$ cat config.mk
export PLATFORM = sky130hd
export DESIGN_NAME = wbu_flat
export DESIGN_NICKNAME = d
export VERILOG_FILES = /design/src/rtl/wbu_pkg.sv /design/src/rtl/wbu_if.sv /design/src/rtl/wbu_gpr_file.sv /design/src/rtl/wbu.sv /design/src/flat_wrapper.sv
export SDC_FILE = /design/constraint.sdc
export NUM_CORES = 2
export LEC_CHECK = 0
export CAP_MARGIN = 20
export CORE_ASPECT_RATIO = 1.75
export CORE_UTILIZATION = 35
export DETAILED_ROUTE_END_ITERATION = 7
export PLACE_DENSITY_LB_ADDON = 0.05
export RECOVER_POWER = 25
export REMOVE_ABC_BUFFERS = 1
export SLEW_MARGIN = 20
export SYNTH_ARGS = -nofsm -noshare
export SYNTH_HDL_FRONTEND = slang
export SYNTH_HIERARCHICAL = 1
export SYNTH_SLANG_ARGS = --single-unit
$ cat constraint.sdc
create_clock -name clk -period 33 [get_ports clk]
set_input_delay 6.6 -clock clk [delete_from_list [all_inputs] [get_ports clk]]
set_output_delay 6.6 -clock clk [all_outputs]
set_load 0.1 [all_outputs]
$ cat src/rtl/wbu_pkg.sv
// Write-back stage shared definitions.
// Retire packet layout (shared with the load/store stage), write-back source
// select encoding, buffer FSM states and the write-back data selector.
package wbu_pkg;

    localparam int XLEN    = 32;
    localparam int PKT_W   = 104;
    localparam int ALU_LSB = 72;   // [103:72] alu_result / address
    localparam int MEM_LSB = 40;   // [71:40]  mem_rdata, already extended
    localparam int RD_LSB  = 35;   // [39:35]  rd
    localparam int WEN_BIT = 34;   // [34]     rd_wen
    localparam int SEL_LSB = 32;   // [33:32]  wb_sel
    localparam int PC_LSB  = 0;    // [31:0]   pc
    localparam int REG_AW  = 5;

    typedef enum logic [1:0] {
        WB_ALU = 2'b00,
        WB_MEM = 2'b01,
        WB_PC4 = 2'b10
    } wb_sel_t;

    typedef enum logic {
        S_EMPTY = 1'b0,
        S_FULL  = 1'b1
    } wbu_state_t;

    // Field order matches the bit offsets above, MSB first.
    typedef struct packed {
        logic [XLEN-1:0]   alu;
        logic [XLEN-1:0]   mem_rdata;
        logic [REG_AW-1:0] rd;
        logic              rd_wen;
        logic [1:0]        wb_sel;    // 2'b11 is reserved and falls back to alu
        logic [XLEN-1:0]   pc;
    } wbu_pkt_t;

    function automatic logic [XLEN-1:0] wb_data(input wbu_pkt_t p);
        case (p.wb_sel)
            WB_MEM:  wb_data = p.mem_rdata;
            WB_PC4:  wb_data = p.pc + XLEN'(4);
            default: wb_data = p.alu;
        endcase
    endfunction

endpackage

$ cat src/rtl/wbu_if.sv
// Write-back stage bus bundle.
// Groups upstream packet handshake, fetch-stage commit handshake, decode read
// ports and commit trace outputs. slave = write-back stage, master = its
// surrounding pipeline (or a bench standing in for it).
interface wbu_if;

    logic                         lsu_valid;
    logic [wbu_pkg::PKT_W-1:0]    lsu_data;
    logic                         wbu_ready;
    logic                         wbu_valid;
    logic [wbu_pkg::XLEN-1:0]     wbu_next_pc;
    logic                         ifu_ready;
    logic [wbu_pkg::REG_AW-1:0]   rs1_addr;
    logic [wbu_pkg::REG_AW-1:0]   rs2_addr;
    logic [wbu_pkg::XLEN-1:0]     rs1_data;
    logic [wbu_pkg::XLEN-1:0]     rs2_data;
    logic                         commit_pulse;
    logic [wbu_pkg::XLEN-1:0]     commit_pc;
    logic [63:0]                  retire_cnt;

    modport slave (
        input  lsu_valid, lsu_data, ifu_ready, rs1_addr, rs2_addr,
        output wbu_ready, wbu_valid, wbu_next_pc, rs1_data, rs2_data,
               commit_pulse, commit_pc, retire_cnt
    );

    modport master (
        output lsu_valid, lsu_data, ifu_ready, rs1_addr, rs2_addr,
        input  wbu_ready, wbu_valid, wbu_next_pc, rs1_data, rs2_data,
               commit_pulse, commit_pc, retire_cnt
    );

endinterface

$ cat src/rtl/wbu_gpr_file.sv
// General-purpose register file.
// Ports: clk, rst (async, active-high, clears all registers); one synchronous
// write port (we/waddr/wdata); two combinational read ports (raddr*/rdata*).
// x0 is a constant zero: writes to it are dropped and it always reads 0.
// Reads see the pre-write value in the cycle of a write; there is no bypass.
module gpr_file #(
    parameter int WIDTH   = 32,
    parameter int NR_REGS = 32,
    parameter int AW      = $clog2(NR_REGS)
) (
    input  logic             clk,
    input  logic             rst,
    input  logic             we,
    input  logic [AW-1:0]    waddr,
    input  logic [WIDTH-1:0] wdata,
    input  logic [AW-1:0]    raddr1,
    output logic [WIDTH-1:0] rdata1,
    input  logic [AW-1:0]    raddr2,
    output logic [WIDTH-1:0] rdata2
);

    logic [WIDTH-1:0] regs [NR_REGS];

    assign regs[0] = '0;

    for (genvar i = 1; i < NR_REGS; i++) begin : g_reg
        always_ff @(posedge clk or posedge rst) begin
            if (rst)
                regs[i] <= '0;
            else if (we && waddr == AW'(i))
                regs[i] <= wdata;
        end
    end

    assign rdata1 = regs[raddr1];
    assign rdata2 = regs[raddr2];

endmodule

$ cat src/rtl/wbu.sv
// Write-back stage.
// Ports: clk, rst (async, active-high); bus (wbu_if.slave) carrying the
// load/store packet handshake (lsu_valid/lsu_data/wbu_ready), the fetch-stage
// commit handshake (wbu_valid/wbu_next_pc/ifu_ready), decode GPR read ports
// and commit trace outputs (commit_pulse/commit_pc/retire_cnt).
// A one-entry buffer holds the retiring instruction; on commit the GPR is
// written and the buffer may be refilled on the same edge.
module wbu
    import wbu_pkg::*;
#(
    parameter int WIDTH   = 32,
    parameter int NR_REGS = 32
) (
    input  logic  clk,
    input  logic  rst,
    wbu_if.slave  bus
);

    wbu_state_t state, state_nxt;
    wbu_pkt_t   pkt;
    logic       valid;
    logic       ready;
    logic       accept;
    logic       commit;
    logic       gpr_we;

    assign valid  = (state == S_FULL);
    // Refill is allowed in the commit cycle, so the stage sustains one per clock.
    assign ready  = ~valid | (valid & bus.ifu_ready);
    assign accept = bus.lsu_valid & ready;
    assign commit = valid & bus.ifu_ready;

    always_ff @(posedge clk or posedge rst) begin
        if (rst)
            state <= S_EMPTY;
        else
            state <= state_nxt;
    end

    always_comb begin
        state_nxt = state;
        case (state)
            S_EMPTY: if (accept) state_nxt = S_FULL;
            S_FULL:  if (commit) state_nxt = accept ? S_FULL : S_EMPTY;
            default: state_nxt = S_EMPTY;
        endcase
    end

    always_ff @(posedge clk or posedge rst) begin
        if (rst)
            pkt <= '0;
        else if (accept)
            pkt <= wbu_pkt_t'(bus.lsu_data);
    end

    // commit_pc holds its last value; it is meaningful only while commit_pulse is high.
    always_ff @(posedge clk or posedge rst) begin
        if (rst) begin
            bus.commit_pulse <= 1'b0;
            bus.commit_pc    <= '0;
            bus.retire_cnt   <= '0;
        end else begin
            bus.commit_pulse <= commit;
            if (commit) begin
                bus.commit_pc  <= pkt.pc;
                bus.retire_cnt <= bus.retire_cnt + 64'd1;
            end
        end
    end

    assign gpr_we = commit & pkt.rd_wen & (pkt.rd != '0);

    gpr_file #(
        .WIDTH   (WIDTH),
        .NR_REGS (NR_REGS)
    ) u_gpr (
        .clk    (clk),
        .rst    (rst),
        .we     (gpr_we),
        .waddr  (pkt.rd),
        .wdata  (wb_data(pkt)),
        .raddr1 (bus.rs1_addr),
        .rdata1 (bus.rs1_data),
        .raddr2 (bus.rs2_addr),
        .rdata2 (bus.rs2_data)
    );

    assign bus.wbu_ready   = ready;
    assign bus.wbu_valid   = valid;
    assign bus.wbu_next_pc = pkt.pc + XLEN'(4);

endmodule
$ cat src/flat_wrapper.sv
// flat-port wrapper written by rule: the top's interface ports become plain ports
module wbu_flat import wbu_pkg::*;
#(
    parameter int WIDTH   = 32,
    parameter int NR_REGS = 32
)
  (clk, rst, bus_lsu_valid, bus_lsu_data, bus_ifu_ready, bus_rs1_addr, bus_rs2_addr, bus_wbu_ready, bus_wbu_valid, bus_wbu_next_pc, bus_rs1_data, bus_rs2_data, bus_commit_pulse, bus_commit_pc, bus_retire_cnt);
  wbu_if bus_i ();
  input  logic clk;
  input  logic rst;
  input wire logic [$bits(bus_i.lsu_valid)-1:0] bus_lsu_valid;
  input wire logic [$bits(bus_i.lsu_data)-1:0] bus_lsu_data;
  input wire logic [$bits(bus_i.ifu_ready)-1:0] bus_ifu_ready;
  input wire logic [$bits(bus_i.rs1_addr)-1:0] bus_rs1_addr;
  input wire logic [$bits(bus_i.rs2_addr)-1:0] bus_rs2_addr;
  output wire logic [$bits(bus_i.wbu_ready)-1:0] bus_wbu_ready;
  output wire logic [$bits(bus_i.wbu_valid)-1:0] bus_wbu_valid;
  output wire logic [$bits(bus_i.wbu_next_pc)-1:0] bus_wbu_next_pc;
  output wire logic [$bits(bus_i.rs1_data)-1:0] bus_rs1_data;
  output wire logic [$bits(bus_i.rs2_data)-1:0] bus_rs2_data;
  output wire logic [$bits(bus_i.commit_pulse)-1:0] bus_commit_pulse;
  output wire logic [$bits(bus_i.commit_pc)-1:0] bus_commit_pc;
  output wire logic [$bits(bus_i.retire_cnt)-1:0] bus_retire_cnt;
  assign bus_i.lsu_valid = bus_lsu_valid;
  assign bus_i.lsu_data = bus_lsu_data;
  assign bus_i.ifu_ready = bus_ifu_ready;
  assign bus_i.rs1_addr = bus_rs1_addr;
  assign bus_i.rs2_addr = bus_rs2_addr;
  assign bus_wbu_ready = bus_i.wbu_ready;
  assign bus_wbu_valid = bus_i.wbu_valid;
  assign bus_wbu_next_pc = bus_i.wbu_next_pc;
  assign bus_rs1_data = bus_i.rs1_data;
  assign bus_rs2_data = bus_i.rs2_data;
  assign bus_commit_pulse = bus_i.commit_pulse;
  assign bus_commit_pc = bus_i.commit_pc;
  assign bus_retire_cnt = bus_i.retire_cnt;
  wbu #(.WIDTH(WIDTH), .NR_REGS(NR_REGS)) u_core (.clk(clk), .rst(rst), .bus(bus_i));
endmodule
* After elaboration in Yosys (flattened, before gate mapping)
Index checks and enable logic that the tools add are counted.
Widths: inputs -> output; s select.
** Operators by class
- $add $sub $neg :: 2
- $lt $le $gt $ge :: 2
- Equality and inequality tests :: 33
- Multiplexer cells :: 10
- Bitwise gates (word level) :: 8
- Reductions and logical operators :: 32
** Operators by type and width (count)
- $bmux 32 s5 :: 2
- $mux 32 :: 4
- $eq 5x5->1 const B :: 16
- $add 64x1->64 const B :: 1
- $pmux 32 s2 :: 1
- $eq 5x4->1 const B :: 8
- $add 32x3->32 const B :: 1
- $logic_and 1x1->1 :: 31
- $eq 5x3->1 const B :: 4
- $ge 6x6->1 const B :: 2
- $not 5->6 :: 2
- $eq 5x2->1 const B :: 2
- $eq 5x1->1 const B :: 1
- $reduce_bool 5->1 :: 1
- $and 1x1->1 :: 4
- $eq 2x1->1 const B :: 1
- $eq 2x2->1 const B :: 1
- $mux 1 :: 2
- $pmux 1 s2 :: 1
- $not 1->1 :: 1
- $or 1x1->1 :: 1
** Word-level totals
- Register bits after elaboration :: 1194
- Input bits :: 118
- Word-level logic and storage cells :: 128

* Longest topological paths before layout
- Depth in word-level cells :: 6
- Gate-level depth with buffers :: 9

* By module
Netlist, hierarchy kept.
** Modules (own cells, without submodules)
- gpr_file :: times used 1, cells an instance 3636, area an instance 53199.8 um^2
- wbu :: times used 1, cells an instance 775, area an instance 9245.1 um^2

* Worst setup path before layout
No wires, ideal clock.
- Path kind :: input port to output port
- Start point :: input bus_rs2_addr[2]
- End point :: output bus_rs2_data[10]
- Data arrival time :: 9.903 ns
- Data required time :: 26.400 ns
- Setup slack :: 16.497 ns
- Cell stages on the path :: 8
- Path through :: buf_2 -> buf_2 -> buf_2 -> nand2_1 -> buf_2 -> o22ai_1 -> a211oi_1 -> o31ai_1
** Between the ends
- Word-level cells in the longest chain between the ends :: 4
** Ends and longest elaborated chain
- from (decl) :: line flat_wrapper.sv:15 : input wire logic [$bits(bus_i.rs2_addr)-1:0] bus_rs2_addr;
- $not 5->6 (implied by the code) :: line wbu_gpr_file.sv:36 : assign rdata2 = regs[raddr2];
- $bmux 32 s5 :: line wbu_gpr_file.sv:36
- $mux 32 (implied by the code) (2 in a row) :: line wbu_gpr_file.sv:36
- to (decl) :: line flat_wrapper.sv:20 : output wire logic [$bits(bus_i.rs2_data)-1:0] bus_rs2_data;
No other way between the ends. The select of a mux whose other input is x is not followed.

* Final worst setup path
- Start point :: input bus_rs1_addr[0]
- End point :: output bus_rs1_data[22]
** Between the ends
- Word-level cells in the longest chain between the ends :: 4
** Ends and longest elaborated chain
- from (decl) :: line flat_wrapper.sv:14 : input wire logic [$bits(bus_i.rs1_addr)-1:0] bus_rs1_addr;
- $not 5->6 (implied by the code) :: line wbu_gpr_file.sv:35 : assign rdata1 = regs[raddr1];
- $bmux 32 s5 :: line wbu_gpr_file.sv:35
- $mux 32 (implied by the code) (2 in a row) :: line wbu_gpr_file.sv:35
- to (decl) :: line flat_wrapper.sv:19 : output wire logic [$bits(bus_i.rs1_data)-1:0] bus_rs1_data;
No other way between the ends. The select of a mux whose other input is x is not followed.

==> results.toml <==
[timing]
layout_min_cycle_time_ns = 18.42
hold_viol_final = 0
relSlewSlack_pct = -483
setup_slack_ns = 14.58
rsz0062_at_grt = "no"
fin_hold_ws_ns = 0.474
worst_pin_slew_ns = 8.75
skew_ns = 0.0282
clock.fmax_mhz = 54.3
period_share_pct = 55.8
slew_violations = 701
setup_viol = 0

[worst_setup_path]
cp-startpoint = "bus_rs1_addr[0]"
reg2reg_from = "u_core/pkt[10]$_DFFE_PP0P_"
crit_required_ns = 26.40
worstPathMaxFanout = 48
critPathLaunchType = "input port"
cp-end-kind = "output pin"
path_class = "in -> out"
cp.arrival_ns = 11.82

[clocking]
ctsHoldBuffers = 0
cts_buffers = 139
post_cts_resized = 0
path_clk_slew_ns = 0.06
clock_latency_ns = 0.80
clockBufferDepth = 4
ctsRootBufferMaster = "clkbuf_16"
cts_tree = "yes"
cts_setup_buffers = 0
clock_sinks = 1194
htree_num_levels = 4

[detailed_routing]
drt_iter0_markers = 2935
wl_um = 245000
dr.pass1.iters = 5
vias = 41600
drc = 0
wl_per_cell_um = 35.0
antenna_left = 0
vias_per_cell = 5.93

[logic_synthesis]
synth_edf_count = 0
synth_ff_type = "dfrtp_1"
yosysSeqAreaShare_pct = 47.8
ys_types = 50
synthCells = 4411
synth_area_um2 = 62400
synth_warnings = 6
synth_async_sr_flop_share_pct = 100
syn_avg_cell_area_um2 = 14.2
synth-seq-cells = 1194

[grt]
gr-total-overflow = 0
grt_antenna_before_repair = 14
grt_max_degree = 153
grt_pass1_wl_um = 348000
grt_usage_pct = 27.2
grt_pass1_vias = 43900

[finish]
fillers = 16600
finish.net_count = 4660
synthToLayoutAreaGrowth_pct = 15.8
final_core_util_pct = 40.9
drive_gt1_share_pct = 41.8
final_cell_mix = "dfrtp_1, mux2_2, mux4_2"
mostFrequentLayoutCell = "dfrtp_1"

[place]
place_congestion = 0.807
dp_hpwl_um = 144000
pre_cts_ws_ns = 14.54
port_buffers = 312

[hold_path]
hold_start = "u_core/bus.retire_cnt[63]$_DFFE_PP0P_"
hold_class = "reg -> reg"

[status]
status = "finished with violations"
failed_checks = "max-capacitance violations, max-slew violations"

[floorplan]
dieArea_um2 = 180000
pin_count = 313
initial_core_util_pct = 35.3
rows = 204
dieHeight_um = 561
core_area_um2 = 177000
dieWidth_um = 321

[power]
powerDensity_nw_per_um2 = 67.8
ir_drop_mv = 0.0701
power_leakage_nw = 32.1

[job]
cap_violations = 9
## metrics by stage
step                      instance area (µm²)  setup TNS [ns]  power [mW]  cells
after global routing                    72300               0        5.12   7003
after CTS                               72400               0        4.96   7002
final                                   72300               0        4.90   7005
after floorplan                         60400        -1497.12        2.87   3973
after detailed placement                67800               0        3.35   6766
after global placement                  67800               0        3.33   6765
## logic make-up (layout without fill, tap and decap cells)
group / Yosys count / in the layout / synth area share (%)
adders and majority gates: 4 / 4 / 0.0802
other: 0 / 3 / 0
xor gates and xnor gates: 89 / 89 / 1.25
buffers and inverters: 460 / 682 / 3.39
muxes: 1734 / 1734 / 37.9
DFF: 1194 / 1194 / 47.8
AOI/OAI and AO/OA: 504 / 504 / 6.04
and+or+nand+nor: 426 / 426 / 3.52
## path summary, 6_finish.rpt
kind	to	slack (ns)	cells after the start
setup / recovery	bus_rs1_data[22]	14.58	9
hold / removal	u_core/bus.retire_cnt[63]$_DFFE_PP0P_	0.47	1
setup reg to reg	u_core/u_gpr/regs[49]$_DFFE_PP0P_	28.43	7
hold reg to reg	u_core/bus.retire_cnt[63]$_DFFE_PP0P_	0.47	1
max in group asynchronous	u_core/u_gpr/regs[941]$_DFFE_PP0P_	15.48	3
min in group asynchronous	u_core/u_gpr/regs[571]$_DFFE_PP0P_	7.70	2
## flip-flops by register name, indices dropped and copies added (netlist names)
name,count
u_core/bus.retire_cnt,64
u_core/bus.wbu_valid,1
u_core/u_gpr/regs,992
u_core/bus.commit_pc,32
u_core/pkt,104
u_core/bus.commit_pulse,1
## synth_stat cells, types with 14 or more instances
cell	instances	area, µm²
nand4_1	29	181
mux4_2	384	8650
xnor2_1	57	499
clkbuf_1	225	845
and3_1	38	238
inv_1	21	78.8
and2_1	34	213
nand3_1	37	185
o31ai_1	64	480
xor2_1	32	280
nor2_1	60	225
a22oi_1	14	105
mux2i_1	160	1600
buf_1	18	67.6
buf_2	161	806
mux2_1	47	529
a221o_1	16	160
buf_6	16	180
nand2_1	148	556
o21ai_1	63	315
mux2_2	1143	12900
nor3_1	22	110
buf_4	18	135
a211oi_1	64	480
dfrtp_1	1194	29900
o22ai_1	64	400
o21ai_0	20	100
a22o_1	192	1680
## layer usage
layer,GRT usage [%],vias up,wire length (µm)
met2,47.2,1356,124000
li1,-,17000,-
met5,0,-,87
met4,9.75,14,9580
met3,5.02,424,13500
met1,33.6,22700,97500
## area by class of cell
cell class / count / area, µm² / area share, %
clock buffer: 201 / 4080 / 5.64
multi-input combinational: 2757 / 30800 / 42.7
timing repair buffer: 424 / 3990 / 5.52
tap: 2369 / 2960 / 4.10
clock inverter: 35 / 453 / 0.626
inverter: 22 / 87.6 / 0.121
antenna: 3 / 7.51 / 0.0104
sequential: 1194 / 29900 / 41.3
## power breakdown
part / switching (mW) / internal [mW] / total [mW]
Sequential: 0.238 / 1.76 / 1.99
Clock: 0.649 / 0.935 / 1.58
Combinational: 0.757 / 0.570 / 1.33
Total: 1.64 / 3.26 / 4.90
## worst max-delay path: stages
cell and delay (ns):
buf_8 0.34, buf_4 0.75, buf_4 0.68, buf_4 0.84, mux4_2 0.37, nand2_1 0.05, and3_1 0.23, o31ai_1 0.59
clkdlybuf4s50_1 1.27
No activity file was read; power rests on OpenSTA's default activity.
